File: src/rtl/de2_switch_debouncer_pkg.sv
// ============================================================================
// Module : de2_io_pkg
// Brief  : Shared widths and defaults for the DE2 switch debouncer slice.
// Rev    : 1.0  initial release
// ============================================================================
`default_nettype none

package de2_io_pkg;

   localparam int SW_WIDTH         = 18;
   localparam int DEB_CNT_W        = 4;
   localparam int GLITCH_CNT_W     = 16;
   localparam int DEF_TICK_DIV     = 50000;
   localparam int DEF_STABLE_TICKS = 10;

   typedef logic [DEB_CNT_W-1:0]    deb_cnt_t;
   typedef logic [GLITCH_CNT_W-1:0] glitch_cnt_t;

   // Saturating increment: the counter sticks at all-ones instead of wrapping.
   function automatic glitch_cnt_t sat_inc(input glitch_cnt_t v);
      return (v == '1) ? v : v + 1'b1;
   endfunction

endpackage

`default_nettype wire

File: src/rtl/de2_switch_debouncer_if.sv
// ============================================================================
// Module : de2_switch_debouncer_if
// Brief  : Switch-side bundle between raw switches / PIO and the debouncer.
// Rev    : 1.0  initial release
// ============================================================================
`default_nettype none

interface de2_switch_debouncer_if
   import de2_io_pkg::*;
#(
   parameter int WIDTH = SW_WIDTH
) ();

   logic [WIDTH-1:0] sw_in;
   logic             glitch_clr;
   logic [WIDTH-1:0] sw_out;
   logic [WIDTH-1:0] sw_changed;
   logic             any_change;
   glitch_cnt_t      glitch_count;

   modport master (
      output sw_in,
      output glitch_clr,
      input  sw_out,
      input  sw_changed,
      input  any_change,
      input  glitch_count
   );

   modport slave (
      input  sw_in,
      input  glitch_clr,
      output sw_out,
      output sw_changed,
      output any_change,
      output glitch_count
   );

endinterface

`default_nettype wire

File: src/rtl/de2_switch_debouncer_debounce_bit.sv
// ============================================================================
// Module : debounce_bit
// Brief  : One-bit stability counter with registered level and change pulse.
// Rev    : 1.0  initial release
// ============================================================================
`default_nettype none

module debounce_bit
   import de2_io_pkg::*;
#(
   parameter int STABLE_TICKS = DEF_STABLE_TICKS
) (
   input  wire logic clk,
   input  wire logic reset,
   input  wire logic i_tick,
   input  wire logic i_sync,
   output logic      o_sw_out,
   output logic      o_sw_changed,
   output logic      o_glitch
);

   localparam deb_cnt_t c_last = deb_cnt_t'(STABLE_TICKS - 1);

   deb_cnt_t r_cnt;
   logic     r_sw_out;
   logic     r_changed;
   logic     w_match;

   assign w_match = (i_sync == r_sw_out);

   always_ff @(posedge clk) begin
      if (reset) begin
         r_cnt     <= '0;
         r_sw_out  <= 1'b0;
         r_changed <= 1'b0;
      end else begin
         r_changed <= 1'b0;
         if (w_match) begin
            r_cnt <= '0;
         end else if (i_tick) begin
            if (r_cnt == c_last) begin
               r_sw_out  <= i_sync;
               r_cnt     <= '0;
               r_changed <= 1'b1;
            end else begin
               r_cnt <= r_cnt + 1'b1;
            end
         end
      end
   end

   // A partial count abandoned because the input fell back is a rejected glitch.
   assign o_glitch     = (r_cnt != '0) && w_match;
   assign o_sw_out     = r_sw_out;
   assign o_sw_changed = r_changed;

endmodule

`default_nettype wire

File: src/rtl/de2_switch_debouncer.sv
// ============================================================================
// Module : de2_switch_debouncer
// Brief  : Synchronise + debounce DE2 slide switches ahead of the switch PIO.
//          Glitch counter built only with DE2_DEBOUNCE_GLITCH_COUNT_EN defined.
// Rev    : 1.0  initial release
// ============================================================================
`default_nettype none

module de2_switch_debouncer
   import de2_io_pkg::*;
#(
   parameter int WIDTH        = SW_WIDTH,
   parameter int TICK_DIV     = DEF_TICK_DIV,
   parameter int STABLE_TICKS = DEF_STABLE_TICKS
) (
   input  wire logic                clk,
   input  wire logic                reset,
   de2_switch_debouncer_if.slave    bus
);

   localparam int                  PRESC_W      = $clog2(TICK_DIV);
   localparam logic [PRESC_W-1:0]  c_presc_last = PRESC_W'(TICK_DIV - 1);

   logic [WIDTH-1:0]   r_sync1;
   logic [WIDTH-1:0]   r_sync2;
   logic [PRESC_W-1:0] r_presc;
   logic               w_tick;
   logic [WIDTH-1:0]   w_sw_out;
   logic [WIDTH-1:0]   w_sw_changed;
   logic [WIDTH-1:0]   w_glitch;

   always_ff @(posedge clk) begin
      if (reset) begin
         r_sync1 <= '0;
         r_sync2 <= '0;
      end else begin
         r_sync1 <= bus.sw_in;
         r_sync2 <= r_sync1;
      end
   end

   always_ff @(posedge clk) begin
      if (reset) begin
         r_presc <= '0;
      end else if (r_presc == c_presc_last) begin
         r_presc <= '0;
      end else begin
         r_presc <= r_presc + 1'b1;
      end
   end

   assign w_tick = (r_presc == c_presc_last);

   generate
      for (genvar i = 0; i < WIDTH; i++) begin : g_bit
         debounce_bit #(
            .STABLE_TICKS (STABLE_TICKS)
         ) u_bit (
            .clk          (clk),
            .reset        (reset),
            .i_tick       (w_tick),
            .i_sync       (r_sync2[i]),
            .o_sw_out     (w_sw_out[i]),
            .o_sw_changed (w_sw_changed[i]),
            .o_glitch     (w_glitch[i])
         );
      end
   endgenerate

   assign bus.sw_out     = w_sw_out;
   assign bus.sw_changed = w_sw_changed;
   assign bus.any_change = |w_sw_changed;

`ifdef DE2_DEBOUNCE_GLITCH_COUNT_EN
   glitch_cnt_t r_glitch_count;

   // One increment per cycle however many bits reject; clear wins over count.
   always_ff @(posedge clk) begin
      if (reset) begin
         r_glitch_count <= '0;
      end else if (bus.glitch_clr) begin
         r_glitch_count <= '0;
      end else if (|w_glitch) begin
         r_glitch_count <= sat_inc(r_glitch_count);
      end
   end

   assign bus.glitch_count = r_glitch_count;
`else
   logic w_unused_glitch;

   assign w_unused_glitch  = ^{w_glitch, bus.glitch_clr};
   assign bus.glitch_count = '0;
`endif

endmodule

`default_nettype wire

File: src/flat_wrapper.sv
// flat-port wrapper written by rule: the top's interface ports become plain ports
module de2_switch_debouncer_flat import de2_io_pkg::*;
#(
   parameter int WIDTH        = SW_WIDTH,
   parameter int TICK_DIV     = DEF_TICK_DIV,
   parameter int STABLE_TICKS = DEF_STABLE_TICKS
)
  (clk, reset, bus_sw_in, bus_glitch_clr, bus_sw_out, bus_sw_changed, bus_any_change, bus_glitch_count);
  de2_switch_debouncer_if #(.WIDTH(WIDTH)) bus_i ();
  input  wire logic clk;
  input  wire logic reset;
  input wire logic [$bits(bus_i.sw_in)-1:0] bus_sw_in;
  input wire logic [$bits(bus_i.glitch_clr)-1:0] bus_glitch_clr;
  output wire logic [$bits(bus_i.sw_out)-1:0] bus_sw_out;
  output wire logic [$bits(bus_i.sw_changed)-1:0] bus_sw_changed;
  output wire logic [$bits(bus_i.any_change)-1:0] bus_any_change;
  output wire logic [$bits(bus_i.glitch_count)-1:0] bus_glitch_count;
  assign bus_i.sw_in = bus_sw_in;
  assign bus_i.glitch_clr = bus_glitch_clr;
  assign bus_sw_out = bus_i.sw_out;
  assign bus_sw_changed = bus_i.sw_changed;
  assign bus_any_change = bus_i.any_change;
  assign bus_glitch_count = bus_i.glitch_count;
  de2_switch_debouncer #(.WIDTH(WIDTH), .TICK_DIV(TICK_DIV), .STABLE_TICKS(STABLE_TICKS)) u_core (.clk(clk), .reset(reset), .bus(bus_i));
endmodule
File: config.mk
export PLATFORM = sky130hd
export DESIGN_NAME = de2_switch_debouncer_flat
export DESIGN_NICKNAME = d
export VERILOG_FILES = /design/src/rtl/de2_switch_debouncer_pkg.sv /design/src/rtl/de2_switch_debouncer_if.sv /design/src/rtl/de2_switch_debouncer_debounce_bit.sv /design/src/rtl/de2_switch_debouncer.sv /design/src/flat_wrapper.sv
export SDC_FILE = /design/constraint.sdc
export NUM_CORES = 1
export LEC_CHECK = 0
export CORE_AREA = 2 2 130 132
export DETAILED_ROUTE_END_ITERATION = 16
export DIE_AREA = 0 0 132 134
export PLACE_DENSITY_LB_ADDON = 0.3
export SLEW_MARGIN = 10
export SYNTH_ARGS = -nofsm -noshare
export SYNTH_HDL_FRONTEND = slang
export SYNTH_SLANG_ARGS = --single-unit
File: constraint.sdc
create_clock -name clk -period 2.6 [get_ports clk]
set_clock_uncertainty 0.2 [all_clocks]
set_input_delay 0.26 -clock clk [delete_from_list [all_inputs] [get_ports clk]]
set_output_delay 0.26 -clock clk [all_outputs]
set_load 0.005 [all_outputs]
# Word level (Yosys, flattened, before mapping)
# Cells that the tools add are included.
# classes
multipliers,0
add_sub_neg,19
bitwise_logic,19
div,0
shifts,0
reduce_logical,56
magnitude_cmp,0
mux,36
n_eq_ne,37
# ops
operator,n
"adder 4 x 1 -> 4 bit, second input constant",18
"== test 4 bit, second input constant",18
two-way mux 4 bit,18
AND reduction 3 bit,18
OR reduction 3 bit,18
OR reduction 2 bit,19
NOT 1 bit,19
== test 1 bit,18
two-way mux 1 bit,18
OR reduction 18 bit,1
"adder 16 x 1 -> 16 bit, second input constant",1
"== test 16 bit, second input constant",1
# word_totals
ram_bits,0
romBits,0
mem_count,0
latchBits,0
word_cells,224
ff_bits,160

# Longest topological paths before layout
# logic_depth
word_depth,3
depth_mapped,7
depth_no_buf,5

# Modules after synthesis
# A second synthesis with hierarchy kept.
# hier_totals
hier_cells,737
area_unflattened_um2,6834.1
# modules_own_cells
module,area_per_inst_um2,n_inst,seq_area_each_um2,cells_each
debounce_bit,277.8,18,120.1,31
de2_switch_debouncer,1834.3,1,1041.0,179

# Worst setup path after synthesis
# No wires, ideal clock.
# synth_timing
path_type,reg-to-reg
start,register u_core.r_presc[5]
end,register u_core.g_bit[0].u_bit.r_sw_out
t_required_ps,2268
stages_incl_launch_ff,7
slack_ps,373
t_arrival_ps,1895
path_cell_list,dfxtp_1 -> or4_4 -> or4_1 -> clkbuf_1 -> clkbuf_1 -> o21ai_0 -> a21oi_1
# synth_between
elab_chain_cells,2
# synth_lines
item,line,source
start: declaration,de2_switch_debouncer.sv:26,logic [PRESC_W-1:0] r_presc;
start signal: assignment,de2_switch_debouncer.sv:48,r_presc <= r_presc + 1'b1;
== test 16 bit,de2_switch_debouncer.sv:52,assign w_tick = (r_presc == c_presc_last);
AND reduction 3 bit (no line),--,
end signal: assignment,de2_switch_debouncer_debounce_bit.sv:42,r_sw_out <= i_sync;
end: declaration,de2_switch_debouncer_debounce_bit.sv:25,logic r_sw_out;
# No other way between the ends.
# A chain may end at the register's enable or synchronous reset.

# Worst setup path after layout
# layout_timing
start,register u_core.g_bit[5].u_bit.r_changed
end,output bus_any_change
# layout_between
elab_chain_cells,1
# layout_lines
item,line,source
start: declaration,de2_switch_debouncer_debounce_bit.sv:26,logic r_changed;
start signal: assignment,de2_switch_debouncer_debounce_bit.sv:35,r_changed <= 1'b0;
start signal: assignment,de2_switch_debouncer_debounce_bit.sv:37,r_changed <= 1'b0;
start signal: assignment,de2_switch_debouncer_debounce_bit.sv:44,r_changed <= 1'b1;
OR reduction 18 bit,de2_switch_debouncer.sv:72,assign bus.any_change = |w_sw_changed;
end: declaration,flat_wrapper.sv:16,output wire logic [$bits(bus_i.any_change)-1:0] bus_any_change;
# No other way between the ends.

==> reports/summary.txt <==
Status: finished clean
Cts repair resizes: 3
1st-pass router iterations: 5
WHS: 0.0686 ns
Slowest-stage cell, CP: or4_1
Total CTS buffers: 17
# placed instances: 1045
Non-Filler Instances: 1076
GR Overflow Total: 0
Final Hold Vio Count: 0
Setup crit end kind: primary output
Startpoint types: register
Final worst path period share: 93.7%
Minimum clock period: 2.44 ns
Max Clk Rate: 0.411 GHz
Die area: 17700 um^2
Peak supply drop: 0.000481 V
Hold depth: 2
Max-cap viol count: 0
Share of layout cells above drive strength 1: 6.78%
Crit-path max FO: 2
Clock tree buffer depth: 2
Synth warn: 0
Finished Core Util: 50.9%
Mapped cell area: 7180 um^2
Post-synthesis sequential area ratio: 44.6%
DRC: 0
RePlAce Congestion: 0.813
DP Area: 7710 um^2
Power per Cell Area: 607 nW/um^2
Antenna violations before repair: 0
Worst r2r src: u_core.r_presc[5]$_SDFF_PP0_
Setup ws final: 0.164 ns
Crit-path cells: nor4_1 > buf_4 > nand3_1 > or4_1 > dlygate4sd2_1
Final #Nets: 866
Tot Pwr: 5.04 mW
P&R area growth vs syn: 15.5%
Critical path class: reg -> out
Clock sinks: 160
CTS tree: built
Max-slew violations: 0
Starting Density: 44.1%
Boundary pin count: 74
Final HPWL from detailed placement: 9.66 mm
Die width: 132 um
RSZ-0062 raised after global routing: false
First-pass GRT wire length: 24.2 mm
Global-route usage over all layers: 16.8%
Mapped Cells: 818
Mean post-synth cell area: 8.78 um^2
Worst r2r dst: u_core.g_bit[8].u_bit.r_cnt[2]$_SDFFE_PP0N_
Largest net degree at the start of global routing: 56
Final Cell Area: 8290 um^2
Hold Crit Class: in -> reg
TNS Setup: 0 ns
Die height: 134 um
Clock transition at path regs: 0.06 ns
Worst EP required: 2.14 ns
Reg2Reg Depth: 5
Hold Crit Start: reset
Skew-Pair Late Insertion Delay: 0.43 ns
Via Count: 5474
Core Area: 16300 um^2
Worst Path Arrival: 1.98 ns
Drt total wl: 14.5 mm
Antenna-violating nets left: 0
Synth Register Bits: 160
Hold buffer count at CTS: 0
Setup-failing EPs final: 0
Row cnt: 47
DR iter-0 viols: 262
Routed len/inst: 13.5 um
# diodes: 0
Post-CTS Setup Bufs: 0
Via/cell ratio: 5.09
Register-to-register setup slack: 0.20 ns
Pre-CTS setup slack: 0.213 ns
IO Port Bufs: 56
LEAKAGE: 2.71 nW
H-tree levels: 4
Vias in the first global route: 5051
Critical Path Max Stage Delay: 0.40 ns
CTS root buf: clkbuf_16
Worst Hold Path EP: u_core.r_sync2[0]$_SDFF_PP0_
Synth unique cells: 33
layout by cell type, fill, tap and decap left out, types with 31 or more instances in the layout:
master	n
inv_1	38
clkdlybuf4s50_1	54
o21ai_0	34
a21oi_1	52
nor2_1	56
nand2_1	43
xnor2_1	31
nor2b_1	56
dfxtp_1	160
nand3_1	53
how the worst max path moves through the flow:
| stage | from | end | cells after the start |
|---|---|---|---|
| 6_report | u_core.g_bit[5].u_bit.o_sw_changed$_SDFF_PP0_ | bus_any_change | 5 |
| 5_1_grt | u_core.g_bit[10].u_bit.o_sw_changed$_SDFF_PP0_ | bus_any_change | 5 |
| 4_1_cts | u_core.g_bit[14].u_bit.o_sw_changed$_SDFF_PP0_ | bus_any_change | 3 |
| 3_5_place_dp | u_core.r_presc[5]$_SDFF_PP0_ | u_core.g_bit[4].u_bit.r_cnt[2]$_SDFFE_PP0N_ | 5 |
| 3_3_place_gp | u_core.r_presc[5]$_SDFF_PP0_ | u_core.g_bit[3].u_bit.o_sw_out$_SDFFE_PP0P_ | 6 |
| 2_1_floorplan | u_core.r_presc[5]$_SDFF_PP0_ | u_core.g_bit[0].u_bit.o_sw_out$_SDFFE_PP0P_ | 6 |
flip-flops by register name, summed over array words and instances, names as in the netlist:
register	count
u_core.g_bit.u_bit.o_sw_changed	18
u_core.g_bit.u_bit.o_sw_out	18
u_core.g_bit.u_bit.r_cnt	72
u_core.r_presc	16
u_core.r_sync1	18
u_core.r_sync2	18
critical path, delay by kind of cell, from the launching register on:
| kind | cells | cell delay, ns |
|---|---|---|
| buf+inv | 2 | 0.45 |
| simple gates | 3 | 0.78 |
| flops | 1 | 0.32 |
cells in the mapped netlist, drive strengths merged:
master   number  area [um^2]
a21oi        52          260
a31oi        18          113
and4          2         17.5
buf          62          449
clkbuf       21         78.8
conb          1         3.75
dfxtp       160         3200
ha            1         12.5
inv          38          143
mux2i        20          200
nand2        43          161
nand2b       23          144
nand3        53          265
nand4        23          144
nand4b       15          131
nand4bb       1         11.3
nor2         56          210
nor2b        56          350
nor3         19         95.1
nor3b        14          105
nor4          9         71.3
nor4bb       16          160
o21ai        34          170
or3           8         50.1
or4          22          184
or4b          1         10.0
xnor2        31          272
xor2         19          166
routing by layer:
| metal | track usage (%) | share of wire [%] | vias to the layer above |
|---|---|---|---|
| li1 | - | - | 2828 |
| met1 | 21.7 | 48 | 2548 |
| met2 | 27.0 | 46 | 85 |
| met3 | 4.31 | 4.4 | 13 |
| met4 | 6.64 | 1.1 | 0 |
| met5 | 0 | 0 | - |
where the power goes:
| part | internal, mW | total [mW] | switching (mW) |
|---|---|---|---|
| Combinational | 0.0599 | 0.124 | 0.0643 |
| Sequential | 2.48 | 2.50 | 0.0135 |
| Clock | 1.45 | 2.42 | 0.968 |
cells by family after synthesis:
logic type | share of synthesized area [%]
AO/OA/AOI/OAI | 7.56
XOR/XNOR | 6.10
adder cells (fa/ha/maj) | 0.174
buffers and inverters | 9.34
flip-flops | 44.6
multiplexers | 2.79
other | 0.0522
AND/OR/NAND/NOR | 29.4
final cells by class:
type	instances	area, um^2
Timing Repair Buffer	75	722
Clock inverter	10	113
Clock buffer	21	460
Sequential cell	160	3200
Multi-Input combinational cell	552	3380
Tap cell	220	275
Inverter	38	143
Fill cell	1531	8000
Note: power is estimated with default switching activity, not from simulation.
